File: src/rtl/core_pkg.sv
// Shared core constants for the decode/issue register-read slice.
//   XLEN      : integer data width
//   REG_IDX_W : architectural register index width
//   REG_COUNT : number of integer registers
//   CNT_W     : default pending-write counter width per register
package core_pkg;
  localparam int unsigned XLEN      = 32;
  localparam int unsigned REG_IDX_W = 5;
  localparam int unsigned REG_COUNT = 32;
  localparam int unsigned CNT_W     = 2;
endpackage

File: src/rtl/sb_counter_bank.sv
// Bank of REG_COUNT saturating up/down pending-write counters.
// One increment strobe plus two independent decrement strobes per cycle;
// the result is floored at 0 and clamped at all-ones.
// Ports:
//   clk, rst                     clock, async active-high reset (counters -> 0)
//   inc_en_i / inc_idx_i         increment request
//   dec_a_en_i / dec_a_idx_i     first decrement request (writeback)
//   dec_b_en_i / dec_b_idx_i     second decrement request (slot flush)
//   rs1/rs2/rd_idx_i -> *_cnt_o  three combinational indexed reads
module sb_counter_bank
  import core_pkg::*;
#(
  parameter int unsigned CNT_W = core_pkg::CNT_W
) (
  input  logic                 clk,
  input  logic                 rst,
  input  logic                 inc_en_i,
  input  logic [REG_IDX_W-1:0] inc_idx_i,
  input  logic                 dec_a_en_i,
  input  logic [REG_IDX_W-1:0] dec_a_idx_i,
  input  logic                 dec_b_en_i,
  input  logic [REG_IDX_W-1:0] dec_b_idx_i,
  input  logic [REG_IDX_W-1:0] rs1_idx_i,
  input  logic [REG_IDX_W-1:0] rs2_idx_i,
  input  logic [REG_IDX_W-1:0] rd_idx_i,
  output logic [CNT_W-1:0]     rs1_cnt_o,
  output logic [CNT_W-1:0]     rs2_cnt_o,
  output logic [CNT_W-1:0]     rd_cnt_o
);

  localparam logic [CNT_W+1:0] CNT_MAX = {2'b00, {CNT_W{1'b1}}};

  logic [REG_COUNT-1:0][CNT_W-1:0] cnt_q, cnt_d;
  logic [CNT_W+1:0]                up, down, nxt;
  logic                            inc_hit, dec_a_hit, dec_b_hit;

  // Widened by two bits so +1 and -2 can be resolved before flooring/clamping.
  always_comb begin
    cnt_d     = cnt_q;
    up        = '0;
    down      = '0;
    nxt       = '0;
    inc_hit   = 1'b0;
    dec_a_hit = 1'b0;
    dec_b_hit = 1'b0;
    for (int unsigned i = 0; i < REG_COUNT; i++) begin
      inc_hit   = inc_en_i   && (inc_idx_i   == REG_IDX_W'(i));
      dec_a_hit = dec_a_en_i && (dec_a_idx_i == REG_IDX_W'(i));
      dec_b_hit = dec_b_en_i && (dec_b_idx_i == REG_IDX_W'(i));
      up   = {2'b00, cnt_q[i]} + {{(CNT_W+1){1'b0}}, inc_hit};
      down = {{(CNT_W+1){1'b0}}, dec_a_hit} + {{(CNT_W+1){1'b0}}, dec_b_hit};
      nxt  = (up > down) ? (up - down) : '0;
      if (nxt > CNT_MAX) begin
        nxt = CNT_MAX;
      end
      cnt_d[i] = nxt[CNT_W-1:0];
    end
  end

  always_ff @(posedge clk or posedge rst) begin
    if (rst) begin
      cnt_q <= '0;
    end else begin
      cnt_q <= cnt_d;
    end
  end

  assign rs1_cnt_o = cnt_q[rs1_idx_i];
  assign rs2_cnt_o = cnt_q[rs2_idx_i];
  assign rd_cnt_o  = cnt_q[rd_idx_i];

endmodule

File: src/rtl/reg_read_scoreboard.sv
// Register-read / scoreboard stage at the decode->issue boundary.
// Blocks instructions whose sources have pending writes (or whose rd counter
// is saturated), reads operands from the register file and registers them
// into a single issue slot. Writeback and slot flush release pending writes.
// Optional build macro: SCOREBOARD_WB_BYPASS_EN -- waive a source hazard when
// the last pending write to that source retires this cycle; the operand is
// then taken from wb_data.
// Ports:
//   clk, rst                         clock, async active-high reset
//   in_* / in_ready                  decoded instruction handshake
//   rf_a1/rf_a2 -> rf_rd1/rf_rd2      register file read ports
//   wb_valid/wb_rd/wb_data           writeback retirement
//   out_* / out_ready                issue slot toward execute
//   flush                            kill the issue slot
module reg_read_scoreboard
  import core_pkg::*;
#(
  parameter int unsigned XLEN  = core_pkg::XLEN,
  parameter int unsigned CNT_W = core_pkg::CNT_W
) (
  input  logic                 clk,
  input  logic                 rst,
  input  logic                 in_valid,
  output logic                 in_ready,
  input  logic [REG_IDX_W-1:0] in_rs1,
  input  logic [REG_IDX_W-1:0] in_rs2,
  input  logic                 in_use_rs1,
  input  logic                 in_use_rs2,
  input  logic [REG_IDX_W-1:0] in_rd,
  input  logic                 in_rd_we,
  output logic [REG_IDX_W-1:0] rf_a1,
  output logic [REG_IDX_W-1:0] rf_a2,
  input  logic [XLEN-1:0]      rf_rd1,
  input  logic [XLEN-1:0]      rf_rd2,
  input  logic                 wb_valid,
  input  logic [REG_IDX_W-1:0] wb_rd,
  input  logic [XLEN-1:0]      wb_data,
  output logic                 out_valid,
  input  logic                 out_ready,
  output logic [XLEN-1:0]      out_op1,
  output logic [XLEN-1:0]      out_op2,
  output logic [REG_IDX_W-1:0] out_rd,
  output logic                 out_rd_we,
  input  logic                 flush
);

  localparam logic [CNT_W-1:0] CNT_ONE = CNT_W'(1);

  logic [CNT_W-1:0]     pend_rs1, pend_rs2, pend_rd;
  logic                 byp1, byp2, haz1, haz2, sat, blocked, accept;
  logic                 inc_en, wb_dec_en, flush_dec_en;
  logic [XLEN-1:0]      op1, op2;

  logic                 out_valid_q, out_valid_d;
  logic [XLEN-1:0]      out_op1_q, out_op1_d, out_op2_q, out_op2_d;
  logic [REG_IDX_W-1:0] out_rd_q, out_rd_d;
  logic                 out_rd_we_q, out_rd_we_d;

  assign rf_a1 = in_rs1;
  assign rf_a2 = in_rs2;

`ifdef SCOREBOARD_WB_BYPASS_EN
  assign byp1 = in_use_rs1 && (in_rs1 != '0) && wb_valid && (wb_rd == in_rs1) && (pend_rs1 == CNT_ONE);
  assign byp2 = in_use_rs2 && (in_rs2 != '0) && wb_valid && (wb_rd == in_rs2) && (pend_rs2 == CNT_ONE);
`else
  assign byp1 = 1'b0;
  assign byp2 = 1'b0;
`endif

  assign haz1    = in_use_rs1 && (in_rs1 != '0) && (pend_rs1 != '0) && !byp1;
  assign haz2    = in_use_rs2 && (in_rs2 != '0) && (pend_rs2 != '0) && !byp2;
  assign sat     = in_rd_we && (in_rd != '0) && (pend_rd == '1);
  assign blocked = haz1 || haz2 || sat;

  assign in_ready = !blocked && !flush && (!out_valid_q || out_ready);
  assign accept   = in_valid && in_ready;

  assign op1 = byp1 ? wb_data : rf_rd1;
  assign op2 = byp2 ? wb_data : rf_rd2;

  assign inc_en       = accept && in_rd_we && (in_rd != '0);
  assign wb_dec_en    = wb_valid && (wb_rd != '0);
  // A flushed writer never reaches writeback, so its reservation is dropped here.
  assign flush_dec_en = flush && out_valid_q && out_rd_we_q && (out_rd_q != '0);

  sb_counter_bank #(
    .CNT_W (CNT_W)
  ) u_bank (
    .clk         (clk),
    .rst         (rst),
    .inc_en_i    (inc_en),
    .inc_idx_i   (in_rd),
    .dec_a_en_i  (wb_dec_en),
    .dec_a_idx_i (wb_rd),
    .dec_b_en_i  (flush_dec_en),
    .dec_b_idx_i (out_rd_q),
    .rs1_idx_i   (in_rs1),
    .rs2_idx_i   (in_rs2),
    .rd_idx_i    (in_rd),
    .rs1_cnt_o   (pend_rs1),
    .rs2_cnt_o   (pend_rs2),
    .rd_cnt_o    (pend_rd)
  );

  always_comb begin
    out_valid_d = out_valid_q;
    out_op1_d   = out_op1_q;
    out_op2_d   = out_op2_q;
    out_rd_d    = out_rd_q;
    out_rd_we_d = out_rd_we_q;
    if (flush) begin
      out_valid_d = 1'b0;
    end else if (accept) begin
      out_valid_d = 1'b1;
      out_op1_d   = op1;
      out_op2_d   = op2;
      out_rd_d    = in_rd;
      out_rd_we_d = in_rd_we;
    end else if (out_valid_q && out_ready) begin
      out_valid_d = 1'b0;
    end
  end

  always_ff @(posedge clk or posedge rst) begin
    if (rst) begin
      out_valid_q <= 1'b0;
      out_op1_q   <= '0;
      out_op2_q   <= '0;
      out_rd_q    <= '0;
      out_rd_we_q <= 1'b0;
    end else begin
      out_valid_q <= out_valid_d;
      out_op1_q   <= out_op1_d;
      out_op2_q   <= out_op2_d;
      out_rd_q    <= out_rd_d;
      out_rd_we_q <= out_rd_we_d;
    end
  end

  assign out_valid = out_valid_q;
  assign out_op1   = out_op1_q;
  assign out_op2   = out_op2_q;
  assign out_rd    = out_rd_q;
  assign out_rd_we = out_rd_we_q;

endmodule

File: config.mk
export PLATFORM = sky130hd
export DESIGN_NAME = reg_read_scoreboard
export DESIGN_NICKNAME = d
export VERILOG_FILES = /design/src/rtl/core_pkg.sv /design/src/rtl/sb_counter_bank.sv /design/src/rtl/reg_read_scoreboard.sv
export SDC_FILE = /design/constraint.sdc
export NUM_CORES = 1
export LEC_CHECK = 0
export CORE_MARGIN = 5
export CORE_UTILIZATION = 25
export DETAILED_ROUTE_END_ITERATION = 10
export DONT_BUFFER_PORTS = 1
export RECOVER_POWER = 50
export SLEW_MARGIN = 20
export SYNTH_ARGS = -nofsm -noshare
export SYNTH_HDL_FRONTEND = slang
export SYNTH_HIERARCHICAL = 1
export SYNTH_SLANG_ARGS = --single-unit
File: constraint.sdc
create_clock -name clk -period 4.4 [get_ports clk]
set_input_delay 0.88 -clock clk [delete_from_list [all_inputs] [get_ports clk]]
set_output_delay 0.88 -clock clk [all_outputs]
set_load 0.01 [all_outputs]
==> Word-level counts from Yosys, hierarchy flattened <==
Cells that the tools add are included.
{ "word_totals": {"register_bits": 135, "latch_bits": 0, "ramBits": 0, "mem_bits_ro": 0, "word_cells": 498, "n_memories": 0} }
{ "op_classes": {"n_addsub": 96, "n_mul": 0, "n_div": 0, "order_cmp": 67, "n_eq_ne": 94, "shifts": 0, "muxes": 73, "bitwise_logic": 1, "n_reduce_logical": 130} }
{ "ops": {"columns": ["cell", "count"], "rows": [
  ["equality test 5 bit (second input constant)", 48],
  ["> comparator 4 x 2 -> 1 bit (second input constant)", 32],
  ["> comparator 4 bit", 32],
  ["2-to-1 mux 4 bit", 32],
  ["subtractor 4 bit", 32],
  ["equality test 5 x 4 -> 1 bit (second input constant)", 24],
  ["logical AND 1 bit", 112],
  ["adder 2 x 1 -> 3 bit", 32],
  ["2-to-1 mux 2 bit", 35],
  ["adder 1 x 1 -> 2 bit", 32],
  ["equality test 5 x 3 -> 1 bit (second input constant)", 12],
  ["binary-select mux 2 bit (select 5 bit)", 3],
  ["equality test 5 x 2 -> 1 bit (second input constant)", 6],
  ["nonzero test 5 bit", 5],
  ["< comparator 5 x 6 -> 1 bit (second input constant)", 3],
  ["equality test 5 x 1 -> 1 bit (second input constant)", 3],
  ["logical NOT 5 bit", 3],
  ["nonzero test 2 bit", 2],
  ["logical NOT 1 bit", 3],
  ["logical OR 1 bit", 3],
  ["2-to-1 mux 1 bit", 3],
  ["nonzero test 3 bit", 1],
  ["equality test 2 bit (second input constant)", 1],
  ["AND reduction 2 bit", 1],
  ["inverter 1 bit", 1]
]} }

==> Logic depth before layout (Yosys ltp) <==
Gate-level depths: netlist (run 1).
{ "depth": {"word_depth": 18, "depth_mapped": 20} }

==> Hierarchy <==
The synthesis (run 1) kept the hierarchy.
{ "modules_own_cells": {"columns": ["mod", "n_inst", "cells_per_inst", "area_each_um2", "seq_area_each_um2"], "rows": [
  ["sb_counter_bank", 1, 1052, 9056.2, 1601.5],
  ["reg_read_scoreboard", 1, 179, 3116.7, 1776.7]
]} }

==> Worst setup path before layout (run 1) <==
Ideal clock, no wire load.
{ "synth_timing": {"path_type": "input to register", "start": "in in_rs2[1]", "end": "reg u_bank/cnt_q[45] (netlist bit)", "setup_time_ps": 121, "arrival_time_ps": 4314, "t_required_ps": 4279, "path_slack_ps": -35, "stages": 19, "cell_sequence": "buf_6 buf_12 buf_6 mux2i_1 a22oi_1 a31oi_1 o311ai_1 o221ai_1 o2111a_2 nor3b_1 nor2b_1 nand3_1 nor2_1 ha_1 ha_1 inv_1 fa_1 o21ai_0 a22o_1"} }
{ "synth_lines": {"columns": ["element", "line_no", "source"], "rows": [
  ["start: declaration", "reg_read_scoreboard.sv:26", "input logic [REG_IDX_W-1:0] in_rs2,"],
  ["end signal: assignment", "sb_counter_bank.sv:64", "cnt_q <= cnt_d;"],
  ["end: declaration", "sb_counter_bank.sv:33", "logic [REG_COUNT-1:0][CNT_W-1:0] cnt_q, cnt_d;"]
]} }

==> impl_results.md, run 1 <==
- Count of cell types in the netlist: 42
- Number of hold buffers added after CTS: 0
- Starting Density: 0.254
- Wire length of the first global-routing pass: ~55000 um
- Nets in the synthesized netlist: approximately 1500
- YS warnings: 6
- Min-Delay Path Depth: 1
- Clock latency on the worst-skew pair: 0.45 ns
- Setup Viol. Count Final: 0
- TritonCTS clock tree: done
- Routed len/inst: between 15 and 20 um
- Overall routing resource usage: 0.131
- Number of flops mapped to enable cells by yosys: 0
- Maximum number of pins on one net before global-route repair: 72
- Pwr/cell area: roughly 500 nW/um2
- Slew at the pin closest to its max-slew limit: between 2 and 2.5 ns
- Critical path type: input port to register
- Final hold vios: 0
- Endpoint class of the critical path: register
- Top FF cell, synth: sky130_fd_sc_hd__dfrtp_1
- Post-DR vias/cell: approximately 5.0
- Flip-flop and latch count after synthesis: between 100 and 150
- Layout-stage area growth over the synthesis result: 10.4%
- Largest area contributor in the netlist: sky130_fd_sc_hd__dfrtp_1
- Clock root cell: sky130_fd_sc_hd__clkbuf_16
- Length in cells of the worst reg-to-reg path: 17
- Leading post-synthesis cells by cell area: sky130_fd_sc_hd__dfrtp_1, sky130_fd_sc_hd__ha_1, sky130_fd_sc_hd__fa_1
- Initial antenna violation count: 1
- Synthesized area per cell: 9.89 um2
- Achievable Freq: about 0.25 GHz
- Area of the core: between 40000 and 50000 um2
- Floorplan row count: 80
- Share of flip-flops with an asynchronous set or reset: 1.00
- Via count of the first global-routing pass: about 9600
- Fraction of final layout cells sized beyond drive strength 1: 0.115
- Top post-synthesis cells by count: sky130_fd_sc_hd__nor2_1, sky130_fd_sc_hd__dfrtp_1, sky130_fd_sc_hd__ha_1, sky130_fd_sc_hd__inv_1, sky130_fd_sc_hd__mux2i_1
- Post-synthesis instance area: ~12000 um2
- Class of the tightest hold or removal check: input port to register
- Starting DRC count in detailed routing: 733
- Failing checks: capacitance limit, slew limit
- CTS H-Tree Depth: 4
- Setup repair after global routing missed its margin: no
- Mapped Cells: 1231
- Antenna fix cells: 0
- Sequential fraction of the synthesis area: 0.278
- Element type at the critical path start: input port
- Number of vias after detailed routing: 9279
- Number of top-level pins: 207
- Full die area: roughly 53000 um2
- Outcome: complete, but fails checks
- DP HPWL: roughly 28000 um
- Share of the synthesized area in the top cell type: 0.278
- Arrival time reported for the critical path endpoint: ~4.4 ns
- Sum of negative setup slack: 0 ns
- Max Transition Viols Final: between 100 and 150
- Number of gates given a new drive strength after cts: 0
- Leakage Power: 0.00646 uW
- Max FO, Critical Path: 6
- Aggregate global routing overflow: 0
- Post-CTS setup buffers: 0
- Max Root-Sink Buffers: 2
- Routability congestion estimate: ~0.91
- Total CTS buffers: 17
- Maximum VDD drop: roughly 0.00025 V
- DRT Wirelength: 35700 um
- Portion of the clock cycle consumed by the worst path in the final layout: 0.916
- Setup Skew: roughly 0.013 ns
- Top-count cell post-synth: sky130_fd_sc_hd__nor2_1
- First-pass iteration count of the detailed router: 6
- Relative slew slack: -0.510
- WP data required: roughly 4.7 ns
- Min Tclk post-route: roughly 4.0 ns
- Antenna viol nets, final: 0
- Max-cap viol count: 3
- TritonCTS Sinks: around 140
- Vertical die dimension: approximately 230 um
- Horizontal die dimension: 231 um
- Number of DRC violations after detailed routing: 0
- Final nets: between 1500 and 2000
- Port buffer count: 0
- Power, Total: between 6000 and 7000 uW
- Clk slew on worst S/H paths: around 0.07 ns
cells in the final DEF (no fill, tap or decap), drive strengths merged, types with 3 or more instances in the layout:
master    n
o311ai    4
a31oi    12
o21bai    8
a22o     23
o22ai     8
and4b     4
or4       4
nand4b    4
nor2b    63
mux2     70
dfrtp   135
nand2    57
inv     118
o21ai    50
nor2    145
a21oi    79
nand4     5
fa       64
buf      35
a22oi    36
ha      128
nand3    42
or2      11
nand2b   17
clkinv    3
mux2i    96
clkbuf   19
power breakdown:
part,internal (uW),switching (uW)
combinational,1330,1180
sequential,1790,915
clock,814,704
total,3930,2800
logic make-up after synthesis:
kind of cell | share of synthesized area
buffers and inverters | 0.0659
AO/OA/AOI/OAI | 0.113
adder cells (fa/ha/maj) | 0.237
AND/OR/NAND/NOR | 0.142
flip-flops | 0.278
multiplexers | 0.165
sequential cells by signal (all words and copies together), names as in the netlist:
name,cells
u_bank/cnt_q,64
out_op2,32
out_valid,1
out_rd_we,1
out_rd,5
out_op1,32
layer usage:
layer  track usage  share of wire
met5             0        0.00036
met2         0.231           0.51
met1         0.161           0.41
met4        0.0453          0.026
met3        0.0254          0.057
path summary, 6_finish.rpt:
path                                       start               end  slack [ns]
max in group asynchronous                    rst  u_bank/cnt_q[13]        0.83
worst min-delay path                       flush         out_valid        0.53
min in group asynchronous                    rst       out_op1[20]        0.66
worst min register to register       out_op2[10]       out_op2[10]        0.59
worst max register to register  u_bank/cnt_q[31]  u_bank/cnt_q[47]        0.44
worst max-delay path                   in_rs2[2]  u_bank/cnt_q[47]        0.37
worst max-delay path, cell delays in order:
cell	delay (ns)
sky130_fd_sc_hd__nor2b_2	0.27
sky130_fd_sc_hd__a22oi_1	0.15
sky130_fd_sc_hd__and4b_1	0.21
sky130_fd_sc_hd__a31oi_1	0.16
sky130_fd_sc_hd__o311ai_1	0.12
sky130_fd_sc_hd__o221ai_1	0.20
sky130_fd_sc_hd__o2111a_2	0.23
sky130_fd_sc_hd__nor3b_2	0.18
sky130_fd_sc_hd__nor2b_2	0.27
sky130_fd_sc_hd__nand3_1	0.25
sky130_fd_sc_hd__nor2_1	0.16
sky130_fd_sc_hd__ha_1	0.22
sky130_fd_sc_hd__ha_1	0.14
sky130_fd_sc_hd__inv_1	0.05
sky130_fd_sc_hd__fa_1	0.55
sky130_fd_sc_hd__o21ai_0	0.09
sky130_fd_sc_hd__a22o_1	0.21
area by class of cell:
class | instances | area [um2]
clock inverter | 15 | 174
inverter | 108 | 405
fill | 4933 | 34500
sequential | 135 | 3380
timing repair buffer | 37 | 283
multi-input combinational | 940 | 8000
tap | 615 | 769
clock buffer | 17 | 425
stage by stage:
step                      hold slack (ns)  cells   util  cell area, um2  setup WS, ns
after floorplan                     0.534   1231      -           12200        0.0891
after global placement              0.577   1835  0.268           12800        -0.182
after detailed placement            0.574   1835  0.268           12800        -0.269
after CTS                           0.418   1867  0.280           13400         0.193
after global routing                0.528   1867  0.280           13400         0.142
final                               0.532   1867  0.280           13400         0.370
(Power assumes the default switching activity.)
==> inputs of run 2 (changes only) <==
CTS_BUF_LIST = sky130_fd_sc_hd__clkbuf_8   (was default)
==> run 2 against run 1 <==
Net effect: combinational power about the same; register-to-register slack worse by 0.02 ns; non-clock buffer count unchanged; critical path depth unchanged; clock skew up 0.0074 ns; cell area down 1.4%; sequential power about the same; clock-buffer cell count unchanged; power down 5.6%; critical path type unchanged; the flow still finishes with violations (capacitance limit, slew limit); global-route usage about the same.
==> impl_results.md, run 2 (same netlist as run 1, synthesis figures left out) <==
- Pre-CTS setup slack: -0.269 ns (unchanged)
- Switching power share of the total: 0.434 (+0.0181)
- Clk slew on worst S/H paths: 0.10 ns (+0.03 ns)
- Max FFs per register: 64 (unchanged)
- Maximum number of pins on one net before global-route repair: 72 (unchanged)
- Number of top-level pins: 207 (unchanged)
- Final nets: 1556 (unchanged)
- Slew at the pin closest to its max-slew limit: 2.28 ns (+0.0195 ns)
- Arrival time reported for the critical path endpoint: 4.49 ns (+0.12 ns)
- DRT Wirelength: 35800 um (+0.22%)
- Class of the tightest hold or removal check: input port to register
- Total CTS buffers: 17 (unchanged)
- Register with the highest flop count: u_bank/cnt_q
- Routability congestion estimate: 0.906 (unchanged)
- Pwr/cell area: 480 nW/um2 (-4.2%)
- Number of vias after detailed routing: 9317 (+0.41%)
- Setup repair after global routing missed its margin: no
- Number of DRC violations after detailed routing: 0 (unchanged)
- Sw power: 2760 uW (-1.5%)
- Outcome: complete, but fails checks
- Via count of the first global-routing pass: 9618 (-0.25%)
- Clock latency on the worst-skew pair: 0.50 ns (+0.05 ns)
- Layout-stage area growth over the synthesis result: 8.80%
- Achievable Freq: 0.244 GHz (-1.6%)
- Fraction of power consumed by sequential logic: 0.425 (+0.023)
- Setup Viol. Count Final: 0 (unchanged)
- Critical path type: input port to register
- Antenna fix cells: 0 (unchanged)
- CTS H-Tree Depth: 4 (unchanged)
- Post-DR vias/cell: 4.99 (+0.41%)
- Number of hold buffers added after CTS: 0 (unchanged)
- Min Tclk post-route: 4.10 ns (+0.0656 ns)
- Fraction of final layout cells sized beyond drive strength 1: 0.114 (-0.000799)
- Max FO, Critical Path: 6 (unchanged)
- Final cell count without fillers: 1867 (unchanged)
- Horizontal die dimension: 231 um (unchanged)
- Clock root cell: sky130_fd_sc_hd__clkbuf_8
- Area of placed instances: 12800 um2 (unchanged)
- Vertical die dimension: 231 um (unchanged)
- Core utilization of the finished layout: 0.276 (-0.00404)
- Final hold vios: 0 (unchanged)
- Leakage Power: 0.00638 uW (-1.4%)
- Antenna viol nets, final: 0 (unchanged)
- Max Root-Sink Buffers: 2 (unchanged)
- DP HPWL: 27800 um (unchanged)
- Area of the core: 47900 um2 (unchanged)
- Aggregate global routing overflow: 0 (unchanged)
- Part of the power in combinational logic: 0.397 (+0.024)
- Failing checks: capacitance limit, slew limit
- Floorplan row count: 80 (unchanged)
- Port buffer count: 0 (unchanged)
- Final-layout worst hold slack: 0.475 ns (-0.0567 ns)
- Full die area: 53200 um2 (unchanged)
- Number of gates given a new drive strength after cts: 0 (unchanged)
- Element type at the critical path start: input port
- Max Transition Viols Final: 107 (unchanged)
- Starting DRC count in detailed routing: 756 (+3.1%)
- PnR worst setup slack: 0.304 ns (-0.0656 ns)
- Routed len/inst: 19.2 um (+0.22%)
- First-pass iteration count of the detailed router: 5 (-1)
- Post-CTS setup buffers: 0 (unchanged)
- Maximum VDD drop: 0.000194 V (-22%)
- Wire length of the first global-routing pass: 55000 um (about the same)
- Internal Dissipation: 3600 uW (-8.5%)
- Min-Delay Path Depth: 1 (unchanged)
- Total placed cells including tap cells: 1835 (unchanged)
- Portion of the clock cycle consumed by the worst path in the final layout: 0.931 (+0.0149)
- Length in cells of the worst reg-to-reg path: 17 (unchanged)
- TritonCTS clock tree: done
- TritonCTS Sinks: 135 (unchanged)
- Max-cap viol count: 3 (unchanged)
- Setup Skew: 0.0208 ns (+0.00740 ns)
- Most used cells in the layout excluding fill and tap cells: sky130_fd_sc_hd__nor2_1, sky130_fd_sc_hd__dfrtp_1, sky130_fd_sc_hd__ha_1
- Endpoint class of the critical path: register
- Share of total power in the clock network: 0.179 (-0.046)
- Relative slew slack: -0.523 (-0.0130)
- WP data required: 4.79 ns (+0.05 ns)
- Overall routing resource usage: 0.131 (about the same)
- Commonest non-fill, non-tap cell in the layout: sky130_fd_sc_hd__nor2_1
- Initial antenna violation count: 0 (-1)
- Final std cell area, no fill: 13200 um2 (-1.4%)
- Starting Density: 0.254 (unchanged)
## run 2: cell type report
| type | instances | area (um2) |
|---|---|---|
| Sequential cell | 135 | 3380 |
| Tap cell | 615 | 769 |
| Clock inverter | 15 | 174 |
| Inverter | 108 | 405 |
| Timing Repair Buffer | 37 | 283 |
| Clock buffer | 17 | 234 |
| Fill cell | 4961 | 34700 |
| Multi-Input combinational cell | 940 | 8000 |
## run 2: through the flow
stage | TNS (ns) | power (uW)
CTS | 0 | 6390
finish | 0 | 6360
detailed placement | -3.27 | 5220
global placement | -1.25 | 5070
floorplan | 0 | 4460
global route | 0 | 6810
## run 2: worst paths after layout
path                             startpoint                to  slack [ns]
max reg2reg                u_bank/cnt_q[31]  u_bank/cnt_q[45]        0.42
max                               in_rs2[2]  u_bank/cnt_q[45]        0.30
max in group asynchronous               rst  u_bank/cnt_q[13]        0.84
min in group asynchronous               rst       out_op1[26]        0.61
min                                   flush         out_valid        0.48
min reg2reg                      out_op2[1]        out_op2[1]        0.59
## run 2: power by group through the flow
stage / logic (uW) / clock network (uW) / registers (uW)
after floorplan: 2050 / 0 / 2410
after global placement: 2370 / 0 / 2700
after detailed placement: 2490 / 0 / 2730
after CTS: 2510 / 1170 / 2710
after global routing: 2820 / 1220 / 2770
final: 2520 / 1140 / 2700
## run 2: per-layer routing
metal	global-route usage	vias up	share of wire
met5	0	-	0
met3	0.0227	53	0.048
met2	0.232	259	0.51
met4	0.0423	0	0.025
met1	0.164	4720	0.42
li1	-	4285	-
## run 2: worst max-delay path: stages
cell	delay, ns
sky130_fd_sc_hd__nor2b_1	0.37
sky130_fd_sc_hd__a22oi_1	0.17
sky130_fd_sc_hd__and4b_1	0.22
sky130_fd_sc_hd__a31oi_1	0.15
sky130_fd_sc_hd__o311ai_1	0.12
sky130_fd_sc_hd__o221ai_1	0.20
sky130_fd_sc_hd__o2111a_2	0.23
sky130_fd_sc_hd__nor3b_2	0.18
sky130_fd_sc_hd__nor2b_2	0.27
sky130_fd_sc_hd__nand3_1	0.25
sky130_fd_sc_hd__nor2_1	0.16
sky130_fd_sc_hd__ha_1	0.22
sky130_fd_sc_hd__ha_1	0.13
sky130_fd_sc_hd__inv_1	0.05
sky130_fd_sc_hd__fa_1	0.55
sky130_fd_sc_hd__o21ai_0	0.10
sky130_fd_sc_hd__a22o_1	0.21
